File: src/rtl/id_stage_ctrl_pkg.sv
// Shared types for the ID stage controller.
// Holds the instruction/data word types, RV64I opcodes, immediate format
// enum, the canonical NOP encoding and the ID state encoding.
package id_stage_ctrl_pkg;

  localparam int unsigned XLEN   = 64;
  localparam int unsigned ILEN   = 32;
  localparam int unsigned OPC_W  = 7;
  localparam int unsigned REG_W  = 5;

  typedef logic [ILEN-1:0]  inst_t;
  typedef logic [XLEN-1:0]  dw;
  typedef logic [OPC_W-1:0] opcode_t;

  localparam opcode_t OPC_LUI       = 7'b0110111;
  localparam opcode_t OPC_AUIPC     = 7'b0010111;
  localparam opcode_t OPC_JAL       = 7'b1101111;
  localparam opcode_t OPC_JALR      = 7'b1100111;
  localparam opcode_t OPC_BRANCH    = 7'b1100011;
  localparam opcode_t OPC_LOAD      = 7'b0000011;
  localparam opcode_t OPC_STORE     = 7'b0100011;
  localparam opcode_t OPC_OP_IMM    = 7'b0010011;
  localparam opcode_t OPC_OP_IMM_32 = 7'b0011011;
  localparam opcode_t OPC_OP        = 7'b0110011;
  localparam opcode_t OPC_OP_32     = 7'b0111011;
  localparam opcode_t OPC_SYSTEM    = 7'b1110011;
  localparam opcode_t OPC_MISC_MEM  = 7'b0001111;

  typedef enum logic [2:0] {
    FMT_R = 3'd0,
    FMT_I = 3'd1,
    FMT_S = 3'd2,
    FMT_B = 3'd3,
    FMT_U = 3'd4,
    FMT_J = 3'd5
  } imm_fmt_t;

  localparam inst_t NOP_INST = 32'h0000_0013;

  typedef enum logic [1:0] {
    ST_EMPTY = 2'd0,
    ST_VALID = 2'd1,
    ST_STALL = 2'd2
  } id_state_t;

endpackage

File: src/rtl/id_stage_ctrl_imm_ext.sv
// RV64I immediate extender: sign-extends the immediate field for a format.
// Ports:
//   bits - instruction bits [31:7] (opcode bits carry no immediate)
//   fmt  - immediate format selector
//   imm  - 64-bit sign-extended immediate (0 for R-format)
module id_stage_ctrl_imm_ext
  import id_stage_ctrl_pkg::*;
(
  input  logic [31:7] bits,
  input  imm_fmt_t    fmt,
  output dw           imm
);

  // Field reassembly per RV64I encoding; sign bit is always bits[31]
  always_comb begin
    imm = '0;
    unique case (fmt)
      FMT_I:   imm = {{52{bits[31]}}, bits[31:20]};
      FMT_S:   imm = {{52{bits[31]}}, bits[31:25], bits[11:7]};
      FMT_B:   imm = {{51{bits[31]}}, bits[31], bits[7], bits[30:25], bits[11:8], 1'b0};
      FMT_U:   imm = {{32{bits[31]}}, bits[31:12], 12'b0};
      FMT_J:   imm = {{43{bits[31]}}, bits[31], bits[19:12], bits[20], bits[30:21], 1'b0};
      default: imm = '0;
    endcase
  end

endmodule

File: src/rtl/id_stage_ctrl.sv
// Decode-stage controller: single-entry ID pipeline register between IF and
// EX with load-use bubble insertion and front-end flush.
// Optional build macro: ID_ILLEGAL_DET_EN enables illegal-opcode detection
// (ex_illegal registered at accept); otherwise ex_illegal is tied 0.
// Ports:
//   clk, rst                 - clock, synchronous active-high reset
//   if_valid/if_ready        - IF handshake; if_inst/if_pc payload
//   flush                    - redirect, kills the held instruction
//   haz_ex_is_load/haz_ex_rd - EX-stage load info for load-use detection
//   ex_valid/ex_ready        - EX handshake
//   ex_inst/ex_pc/ex_imm/ex_fmt/ex_illegal - held instruction payload
module id_stage_ctrl
  import id_stage_ctrl_pkg::*;
#(
  parameter int unsigned STALL_CYCLES = 1,
  parameter int unsigned CNT_W        = $clog2(STALL_CYCLES + 1)
) (
  input  logic        clk,
  input  logic        rst,
  input  logic        if_valid,
  output logic        if_ready,
  input  inst_t       if_inst,
  input  dw           if_pc,
  input  logic        flush,
  input  logic        haz_ex_is_load,
  input  logic [4:0]  haz_ex_rd,
  output logic        ex_valid,
  input  logic        ex_ready,
  output inst_t       ex_inst,
  output dw           ex_pc,
  output dw           ex_imm,
  output imm_fmt_t    ex_fmt,
  output logic        ex_illegal
);

  id_state_t        state;
  logic [CNT_W-1:0] cnt;
  logic             stalled;

  imm_fmt_t fmt_c;
  dw        imm_c;
  logic     uses_rs1_c;
  logic     uses_rs2_c;
  logic     hit_c;
  logic     accept_c;

  // Immediate format of the incoming instruction; unknown opcodes fall to I
  always_comb begin
    fmt_c = FMT_I;
    unique case (if_inst[6:0])
      OPC_LUI, OPC_AUIPC: fmt_c = FMT_U;
      OPC_JAL:            fmt_c = FMT_J;
      OPC_BRANCH:         fmt_c = FMT_B;
      OPC_STORE:          fmt_c = FMT_S;
      OPC_OP, OPC_OP_32:  fmt_c = FMT_R;
      default:            fmt_c = FMT_I;
    endcase
  end

  id_stage_ctrl_imm_ext u_imm_ext (
    .bits (if_inst[31:7]),
    .fmt  (fmt_c),
    .imm  (imm_c)
  );

  // Source-register usage of the held instruction
  always_comb begin
    uses_rs1_c = 1'b1;
    uses_rs2_c = 1'b0;
    unique case (ex_inst[6:0])
      OPC_LUI, OPC_AUIPC, OPC_JAL:               uses_rs1_c = 1'b0;
      OPC_OP, OPC_OP_32, OPC_STORE, OPC_BRANCH:  uses_rs2_c = 1'b1;
      default: ;
    endcase
  end

  // Load-use hit; 'stalled' suppresses a second check of the same instruction
  assign hit_c = (state == ST_VALID) && haz_ex_is_load && (haz_ex_rd != 5'd0) && !stalled &&
                 ((uses_rs1_c && (ex_inst[19:15] == haz_ex_rd)) ||
                  (uses_rs2_c && (ex_inst[24:20] == haz_ex_rd)));

  assign ex_valid = (state == ST_VALID) && !hit_c && !flush;
  assign if_ready = !flush && ((state == ST_EMPTY) || (ex_valid && ex_ready));
  assign accept_c = if_valid && if_ready;

  // State, stall counter and payload registers
  always_ff @(posedge clk) begin
    if (rst) begin
      state   <= ST_EMPTY;
      cnt     <= '0;
      stalled <= 1'b0;
      ex_inst <= NOP_INST;
      ex_pc   <= '0;
      ex_imm  <= '0;
      ex_fmt  <= FMT_I;
    end else if (flush) begin
      // Payload deliberately retained; only control state is killed
      state   <= ST_EMPTY;
      cnt     <= '0;
      stalled <= 1'b0;
    end else if (accept_c) begin
      state   <= ST_VALID;
      stalled <= 1'b0;
      ex_inst <= if_inst;
      ex_pc   <= if_pc;
      ex_imm  <= imm_c;
      ex_fmt  <= fmt_c;
    end else begin
      unique case (state)
        ST_VALID: begin
          if (ex_valid && ex_ready) begin
            state <= ST_EMPTY;
          end else if (hit_c) begin
            stalled <= 1'b1;
            // The hit cycle itself is the first bubble
            if (STALL_CYCLES == 1) begin
              state <= ST_VALID;
            end else begin
              state <= ST_STALL;
              cnt   <= CNT_W'(STALL_CYCLES - 1);
            end
          end
        end
        ST_STALL: begin
          if (cnt == CNT_W'(1)) begin
            state <= ST_VALID;
            cnt   <= '0;
          end else begin
            cnt <= cnt - CNT_W'(1);
          end
        end
        default: state <= ST_EMPTY;
      endcase
    end
  end

`ifdef ID_ILLEGAL_DET_EN
  logic illegal_c;

  // Illegal when not a 32-bit encoding or opcode outside the RV64I base set
  always_comb begin
    illegal_c = 1'b1;
    unique case (if_inst[6:0])
      OPC_LUI, OPC_AUIPC, OPC_JAL, OPC_JALR, OPC_BRANCH, OPC_LOAD, OPC_STORE,
      OPC_OP_IMM, OPC_OP_IMM_32, OPC_OP, OPC_OP_32, OPC_SYSTEM, OPC_MISC_MEM:
        illegal_c = 1'b0;
      default: illegal_c = 1'b1;
    endcase
    if (if_inst[1:0] != 2'b11) illegal_c = 1'b1;
  end

  always_ff @(posedge clk) begin
    if (rst) begin
      ex_illegal <= 1'b0;
    end else if (!flush && accept_c) begin
      ex_illegal <= illegal_c;
    end
  end
`else
  assign ex_illegal = 1'b0;
`endif

endmodule

File: config.mk
export PLATFORM = sky130hd
export DESIGN_NAME = id_stage_ctrl
export DESIGN_NICKNAME = d
export VERILOG_FILES = /design/src/rtl/id_stage_ctrl_pkg.sv /design/src/rtl/id_stage_ctrl_imm_ext.sv /design/src/rtl/id_stage_ctrl.sv
export SDC_FILE = /design/constraint.sdc
export NUM_CORES = 1
export LEC_CHECK = 0
export BUFFER_PORTS_ARGS = -buffer_cell sky130_fd_sc_hd__buf_4
export CAP_MARGIN = 20
export CORE_MARGIN = 2
export CORE_UTILIZATION = 35
export DETAILED_ROUTE_END_ITERATION = 6
export GPL_TIMING_DRIVEN = 1
export PLACE_DENSITY_LB_ADDON = 0.1
export SKIP_CTS_REPAIR_TIMING = 1
export SLEW_MARGIN = 25
export SYNTH_ARGS = -nofsm -noshare
export SYNTH_HDL_FRONTEND = slang
export SYNTH_SLANG_ARGS = --single-unit
File: constraint.sdc
create_clock -name clk -period 5.64 [get_ports clk]
set_input_delay 0 -clock clk [delete_from_list [all_inputs] [get_ports clk]]
set_output_delay 0 -clock clk [all_outputs]
set_load 0.1 [all_outputs]
==> impl_metrics.tcl, run 1 <==
set metrics [dict create \
    worstSetupPathType "flip-flop to flip-flop" \
    fin_util_pct 53.83 \
    ys_seq_elements 133 \
    core_area_um2 17840 \
    crit_path_end_kind "flip-flop" \
    htree_levels 4 \
    p_leak_nw 4.271 \
    setup_tns_ns 0 \
    synth_nets 798 \
    rrSetupSlack_ns 2.62 \
    route.detailed.drc 0 \
    antenna_found_initial 0 \
    critPathArrivalTime_ns 3.31 \
    dp_slack_ns 2.659 \
    synth_ff_type "dfxtp_1" \
    cp-start-kind "flip-flop" \
    finalCritPeriodShare_pct 53.49 \
    pin_count 273 \
    setup_ws_ns 2.623 \
    hold_viol 0 \
    r2r_cells 5 \
    drt-wirelength-per-cell_um 15.89 \
    die_w_um 138.4 \
    grt_max_degree 122 \
    cts_tree "done" \
    gp_congestion 0.8135 \
    postSynthAreaPerCell_um2 9.144 \
    dr.pass1.iters 5 \
    track_usage_pct 18.91 \
    initialDrtViolationCount 268 \
    portBuffers 271 \
    drive_gt1_share_pct 31.91 \
    ant_nets 0 \
    cts_buffers 17 \
    synth_cell_types 44 \
    synth_area_um2 6319 \
    grt.overflow.total 0 \
    max-vdd-ir-drop_uv 219.4 \
    fmax_mhz 331.5 \
    layout.cells.non_filler 1235 \
    r2r-start "ex_inst[4]" \
    synth_edf_count 0 \
    final_nets 1101 \
    r2r-end "ex_imm[11]" \
    setup.worst_path.end "ex_imm[11]" \
    ys_seq_area_share_pct 42.14 \
    synth_area_leaders "dfxtp_1, mux2i_1, nand2_1, a311oi_1, buf_4" \
    synth_largest_area_cell "dfxtp_1" \
    async_reset_ff_share_pct 0 \
    tightestPinTransition_ns 0.9568 \
    power_density_nw_per_um2 332.3 \
    chipHeight_um 138.4 \
    fin_hold_ws_ns 0.07340 \
    status "finished clean" \
    yosys.area.top_type_share_pct 42.14 \
    postRouteWirelength_mm 19.62 \
    die_area_um2 19140 \
    first_global_vias 5602 \
    clock_latency_ns 0.41 \
    rows 49 \
    finalCriticalPeriod_ns 3.017 \
    slew_headroom_pct 36.21 \
    dp.cells 1106 \
    ctsRootBufferMaster "clkbuf_16" \
    rsz0062_at_grt "no" \
    synthCells 691 \
    hold_class "input pin to flip-flop" \
    clock-sinks 133 \
    synthTopCellsByCount "nand2_1, dfxtp_1, mux2i_1" \
    syn2layout_area_growth_pct 52.00 \
    synth_most_common_cell "nand2_1" \
    clk_pin_slew_ns 0.06 \
    maxCapViolCount 0 \
    viasPerCell 4.855 \
    n_antenna_cell 0 \
    worst_clock_skew_ns 0.008954 \
    grt_pass1_wl_mm 29.41 \
    clockBufferDepth 2 \
    setup_viol 0 \
    cp.required_ns 5.93 \
    crit_fanout 24 \
    drv_slew 0 \
    worstSetupStartpoint "ex_inst[4]" \
    initial_core_util_pct 35.42 \
    ys_warn_count 0 \
    vias 5996 \
    dp_hpwl_mm 13.06 \
]
## how the worst min path moves through the flow
stage | startpoint | end | slack (ns) | cells after the start
2_1_floorplan | flush | stalled | 0.07 | 1
3_3_place_gp | flush | stalled | 0.24 | 2
3_5_place_dp | flush | stalled | 0.24 | 2
4_1_cts | flush | stalled | -0.20 | 2
5_1_grt | rst | stalled | 0.10 | 2
6_report | rst | stalled | 0.07 | 2
## per-stage QoR
step	instance area [µm²]	total power [W]
3_3_place_gp	8046	0.002071
4_1_cts	8622	0.003170
3_5_place_dp	8046	0.002081
2_1_floorplan	6319	0.001882
5_1_grt	9604	0.003313
6_report	9604	0.003192
## placed cells by master (no fill, tap or decap), types with 3 or more instances in the layout
cell type,n
buf_4,275
nand2_1,209
dfxtp_1,132
mux2i_1,107
dlygate4sd3_1,98
a311oi_1,31
a211oi_1,18
clkbuf_16,17
a22oi_1,15
nand3_1,12
xnor2_1,10
nor2_1,7
inv_1,6
nor2b_1,5
nand4b_1,4
clkinv_4,4
a21oi_1,3
or4_1,3
o21ai_0,3
clkinv_2,3
clkinvlp_4,3
## metal layers
metal | track usage [%] | wire length [µm] | part of all wire [%] | vias up
met4 | 6.069 | 308 | 1.6 | 0
met2 | 32.10 | 9691 | 49 | 192
met1 | 21.80 | 8335 | 42 | 2828
met3 | 7.655 | 1288 | 6.6 | 20
li1 | - | - | - | 2956
met5 | 0 | 0 | 0 | -
## flip-flops by register name (all words and copies together) (netlist names)
name,flops
ex_pc,64
ex_imm,32
ex_inst,32
ex_fmt,3
stalled,1
state,1
## worst max-delay path, cell delays in order, from the launching register on
cell and delay (ns):
dfxtp_1 0.39, mux2i_1 0.24, nand4_1 0.20, or4_1 1.00
a31oi_4 0.69, mux2_1 0.38
## cell families (layout without fill, tap and decap cells)
family	Yosys count	after routing	synth area share (%)
flops	133	133	42.14
other cells	1	1	0.05935
buf+inv	97	412	10.83
xor+xnor	10	10	1.386
simple gates	257	257	17.29
mux	109	109	17.31
compound gates	84	84	10.99
## where the power goes
| group | switching [W] | total [W] | leakage [nW] | internal, W |
|---|---|---|---|---|
| clock network | 0.000417 | 0.00108 | 0.275 | 0.000660 |
| logic | 0.000785 | 0.00106 | 2.90 | 0.000278 |
| registers | 0.0000457 | 0.00105 | 1.09 | 0.00101 |
| total | 0.00125 | 0.00319 | 4.27 | 0.00194 |
## final cells by class
type	count	area, µm²
Clock buffer	19	442.9
Sequential cell	133	2664
Multi-Input combinational cell	461	2982
Timing Repair Buffer	374	3065
Inverter	7	31.28
Tap cell	229	286.5
Clock inverter	12	132.6
Fill cell	1635	8237
No activity file was read; power rests on OpenSTA's default activity.
==> run 2, diff against run 1 <==
==> constraint.sdc (replaced) <==
create_clock -name clk -period 2.94 [get_ports clk]
set_input_delay 0 -clock clk [delete_from_list [all_inputs] [get_ports clk]]
set_output_delay 0 -clock clk [all_outputs]
set_load 0.1 [all_outputs]
==> impl_metrics.tcl, run 2 (synthesis gave the netlist of run 1 again) <==
set metrics [dict create \
    combPwrFrac_pct 33.8 \
    r2r-start "ex_inst[4]" \
    initial_core_util_pct 35.42 \
    gp_congestion 0.7856 \
    portBuffers 271 \
    cp-start-kind "flip-flop" \
    vias 6111 \
    chipHeight_um 138.4 \
    top_regs "ex_pc (64), ex_imm (32), ex_inst (32)" \
    rows 49 \
    tightestPinTransition_ns 0.8194 \
    max-vdd-ir-drop_uv 371.9 \
    grt_pass1_wl_mm 30.27 \
    pin_count 273 \
    use_met1_pct 23.65 \
    min_from "rst" \
    p_int_w 0.003699 \
    crit_fanout 5 \
    grt.overflow.total 0 \
    drive_gt1_share_pct 32.65 \
    top_register "ex_pc" \
    p_leak_nw 4.326 \
    hold_viol 0 \
    grtUsageMet3_pct 6.443 \
    register_area_um2 2664 \
    cts_buffers 17 \
    crit_path_end_kind "output pin" \
    path_buf_inv 1 \
    critPathArrivalTime_ns 2.56 \
    most-common-layout-cells "buf_4, nand2_1, dfxtp_1" \
    syn2layout_area_growth_pct 53.64 \
    slew_headroom_pct 45.37 \
    largest_register_ffs 64 \
    p_clk_share_pct 32.9 \
    holdPathStages 3 \
    postRouteWirelength_mm 20.32 \
    route.detailed.drc 0 \
    path_cells "or3b_2, a21oi_1, nor4_2, o31ai_1, nor2b_2, buf_4" \
    die_area_um2 19140 \
    cp.required_ns 2.94 \
    power_density_nw_per_um2 626.5 \
    viasPerCell 4.904 \
    clockBufferDepth 2 \
    grt_max_degree 119 \
    first_global_vias 5543 \
    clock_latency_ns 0.41 \
    setup_viol 0 \
    maxCapViolCount 0 \
    setup_tns_ns 0 \
    dp_hpwl_mm 13.72 \
    multi_input_area_um2 2999 \
    ant_nets 0 \
    finalCriticalPeriod_ns 2.564 \
    pwr-share-seq_pct 33.3 \
    track_usage_pct 19.57 \
    worst_clock_skew_ns 0.007894 \
    drt-wirelength-per-cell_um 16.31 \
    final_nets 1112 \
    grt-busiest-layer "met2" \
    clock-sinks 133 \
    hold_class "input pin to flip-flop" \
    core_area_um2 17840 \
    r2r_cells 7 \
    min_to "ex_inst[0]" \
    worstSetupPathType "flip-flop to output pin" \
    antenna_found_initial 0 \
    switching_share_pct 39.18 \
    status "finished clean" \
    finalCritPeriodShare_pct 87.20 \
    power_switching_w 0.002383 \
    cp_top_family "simple AND/OR/NAND/NOR gates" \
    slowest_delay_ns 0.46 \
    layout_commonest_cell "buf_4" \
    n_antenna_cell 0 \
    crit_slowest_cell "or3b_2" \
    dr.pass1.iters 5 \
    fin_hold_ws_ns 0.09317 \
    clk_pin_slew_ns 0.05 \
    r2r-end "ex_pc[5]" \
    ctsRootBufferMaster "clkbuf_16" \
    drv_slew 0 \
    rrSetupSlack_ns 0.43 \
    rsz0062_at_grt "no" \
    gr-usage-met2_pct 32.99 \
    htree_levels 4 \
    fmax_mhz 390.1 \
    die_w_um 138.4 \
    cts_tree "done" \
    num-fill-cells 1630 \
    initialDrtViolationCount 335 \
]
run 2: cell count changes in the layout (fill, tap and decap cells not counted), moves of 2 or more:
| cell | change |
|---|---|
| clkbuf_1 | +2 |
| buf_4 | +9 |
| clkinv_4 | -3 |
| clkbuf_8 | +2 |
| buf_12 | +2 |
run 2: worst register-to-register path, cell delays in order (launching register included):
cell and delay (ns):
dfxtp_1 0.39, or3b_2 0.46, a21oi_1 0.25, nor4_2 0.13, o31ai_4 0.38, buf_12 0.22, buf_12 0.30, mux2i_1 0.30
run 2: cell type report:
class,count,share of cell area (%)
Clock buffer,23,4.923
Sequential cell,133,27.44
Multi-Input combinational cell,461,30.89
Tap cell,229,2.951
Timing Repair Buffer,385,32.68
Clock inverter,8,0.7862
Inverter,7,0.3222
run 2: routing by layer:
metal / vias up / part of all wire (%)
met3: 23 / 6.4
met5: - / 0
met4: 0 / 1.5
li1: 2988 / -
met2: 198 / 51
met1: 2902 / 41
run 2: power groups by stage:
stage / logic [W] / clock network (W) / registers [W]
4_1_cts: 0.00196 / 0.00206 / 0.00202
3_5_place_dp: 0.00196 / 0 / 0.00206
2_1_floorplan: 0.000677 / 0 / 0.00293
3_3_place_gp: 0.00194 / 0 / 0.00205
6_report: 0.00206 / 0.00200 / 0.00202
5_1_grt: 0.00213 / 0.00214 / 0.00204
run 2: worst max-delay path by stage:
stage | from | endpoint | slack [ns] | cells past startpoint
after floorplan | ex_inst[4] | if_ready | 0.03 | 5
after global placement | ex_inst[4] | ex_pc[15] | 0.59 | 7
after detailed placement | ex_inst[4] | ex_pc[28] | 0.48 | 7
after CTS | ex_inst[4] | if_ready | 0.40 | 6
after global routing | ex_inst[4] | if_ready | 0.25 | 6
final | ex_inst[4] | if_ready | 0.38 | 6
run 2: through the flow:
step	area, µm²	setup slack [ns]	total power (W)	std cells	utilization, %
after detailed placement	8172	0.4805	0.004013	1117	45.80
after global placement	8172	0.5911	0.003990	1117	45.80
after CTS	8726	0.3955	0.006036	1148	48.91
after floorplan	6336	0.02761	0.003611	691	-
after global routing	9708	0.2540	0.006308	1246	54.41
final	9708	0.3763	0.006083	1246	54.41
==> run 3, diff against run 2 <==
--- a/config.mk
+++ b/config.mk
@@ -12,6 +12,7 @@
 export DETAILED_ROUTE_END_ITERATION = 6
 export GPL_TIMING_DRIVEN = 1
 export PLACE_DENSITY_LB_ADDON = 0.1
+export RECOVER_POWER = 25
 export SKIP_CTS_REPAIR_TIMING = 1
 export SLEW_MARGIN = 25
 export SYNTH_ARGS = -nofsm -noshare
==> impl_metrics.tcl, run 3 (synthesis gave the netlist of run 1 again) <==
set metrics [dict create \
    ctsRootBufferMaster "clkbuf_16" \
    holdPathStages 3 \
    grt.overflow.total 0 \
    dr.pass1.iters 6 \
    final_nets 1112 \
    core_area_um2 17840 \
    worst_clock_skew_ns 0.007549 \
    vias 6107 \
    layout_commonest_cell "buf_4" \
    cts_tree "done" \
    clockBufferDepth 2 \
    n_antenna_cell 0 \
    worstSetupPathType "flip-flop to output pin" \
    track_usage_pct 19.57 \
    syn2layout_area_growth_pct 49.25 \
    gp_congestion 0.7856 \
    first_global_vias 5543 \
    clock-sinks 133 \
    cp.required_ns 2.94 \
    cp_top_family "simple AND/OR/NAND/NOR gates" \
    rows 49 \
    die_area_um2 19140 \
    slowest_delay_ns 0.46 \
    grt_max_degree 119 \
    initial_core_util_pct 35.42 \
    status "finished clean" \
    initialDrtViolationCount 350 \
    top_register "ex_pc" \
    critPathArrivalTime_ns 2.56 \
    most-common-layout-cells "buf_4, nand2_1, dfxtp_1" \
    finalCriticalPeriod_ns 2.562 \
    dp_hpwl_mm 13.72 \
    rsz0062_at_grt "no" \
    layout.cells.non_filler 1246 \
    ant_nets 0 \
    viasPerCell 4.901 \
    crit_path_end_kind "output pin" \
    r2r_cells 7 \
    slew_headroom_pct 16.38 \
    pin_count 273 \
    path_buf_inv 1 \
    power_density_nw_per_um2 639.0 \
    max-vdd-ir-drop_uv 374.3 \
    setup_ws_ns 0.3783 \
    crit_slowest_cell "or3b_2" \
    die_w_um 138.4 \
    crit_fanout 5 \
    finalCritPeriodShare_pct 87.13 \
    hold_viol 0 \
    top_regs "ex_pc (64), ex_imm (32), ex_inst (32)" \
    drt-wirelength-per-cell_um 16.24 \
    grt_pass1_wl_mm 30.27 \
    setup_viol 0 \
    tightestPinTransition_ns 1.260 \
    largest_register_ffs 64 \
    dp_slack_ns 0.4805 \
    cts_buffers 17 \
    antenna_found_initial 0 \
    path_cells "or3b_2, a21oi_1, nor4_2, o31ai_1, nor2b_2, buf_4" \
    postRouteWirelength_mm 20.24 \
    maxCapViolCount 0 \
    hold_class "input pin to flip-flop" \
    cp.depth 6 \
    setup_tns_ns 0 \
    p_leak_nw 4.023 \
    chipHeight_um 138.4 \
    clk_pin_slew_ns 0.06 \
    route.detailed.drc 0 \
    htree_levels 4 \
    cp-start-kind "flip-flop" \
    clock_latency_ns 0.42 \
    drive_gt1_share_pct 25.37 \
    fmax_mhz 390.4 \
    portBuffers 271 \
    drv_slew 0 \
    dp.cells 1117 \
]
==> run 3: stage by stage <==
stage                     cell area (µm²)  power [W]  hold WS [ns]  utilization, %
after floorplan                      6336   0.003611       0.06886               -
after global placement               8172   0.003990        0.2568           45.80
after detailed placement             8172   0.004013        0.2659           45.80
after CTS                            8726   0.006036       -0.1799           48.91
after global routing                 9430   0.006248        0.1007           52.86
final                                9430   0.006026       0.09076           52.86
==> run 3: layer usage <==
layer,share of wire [%],global-route usage [%]
met5,0,0
met4,1.6,6.337
met3,6.8,6.443
met2,51,32.99
met1,41,23.65
==> run 3: cell type report <==
| type | instances | area (µm²) |
|---|---|---|
| fill | 1697 | 8411 |
| multi-input combinational | 461 | 2999 |
| timing repair buffer | 385 | 2895 |
| sequential | 133 | 2664 |
| clock buffer | 23 | 478.0 |
| tap | 229 | 286.5 |
| clock inverter | 8 | 76.32 |
| inverter | 7 | 31.28 |
==> run 3: final timing paths <==
path	to	startpoint	slack [ns]
worst max register to register	ex_pc[28]	ex_inst[4]	0.43
worst max-delay path	if_ready	ex_inst[4]	0.38
worst min register to register	ex_pc[45]	ex_pc[45]	0.45
worst min-delay path	ex_inst[0]	rst	0.09
==> run 3: report_power, final <==
| group | internal [W] | switching (W) |
|---|---|---|
| registers | 0.00193 | 0.0000906 |
| clock network | 0.00122 | 0.000787 |
| logic | 0.000488 | 0.00151 |
==> run 3: worst min-delay path: cells and delay by family <==
kind,cells,cell delay [ns]
and+or+nand+nor,1,0.13
muxes,1,0.07
buffers and inverters,1,0.24
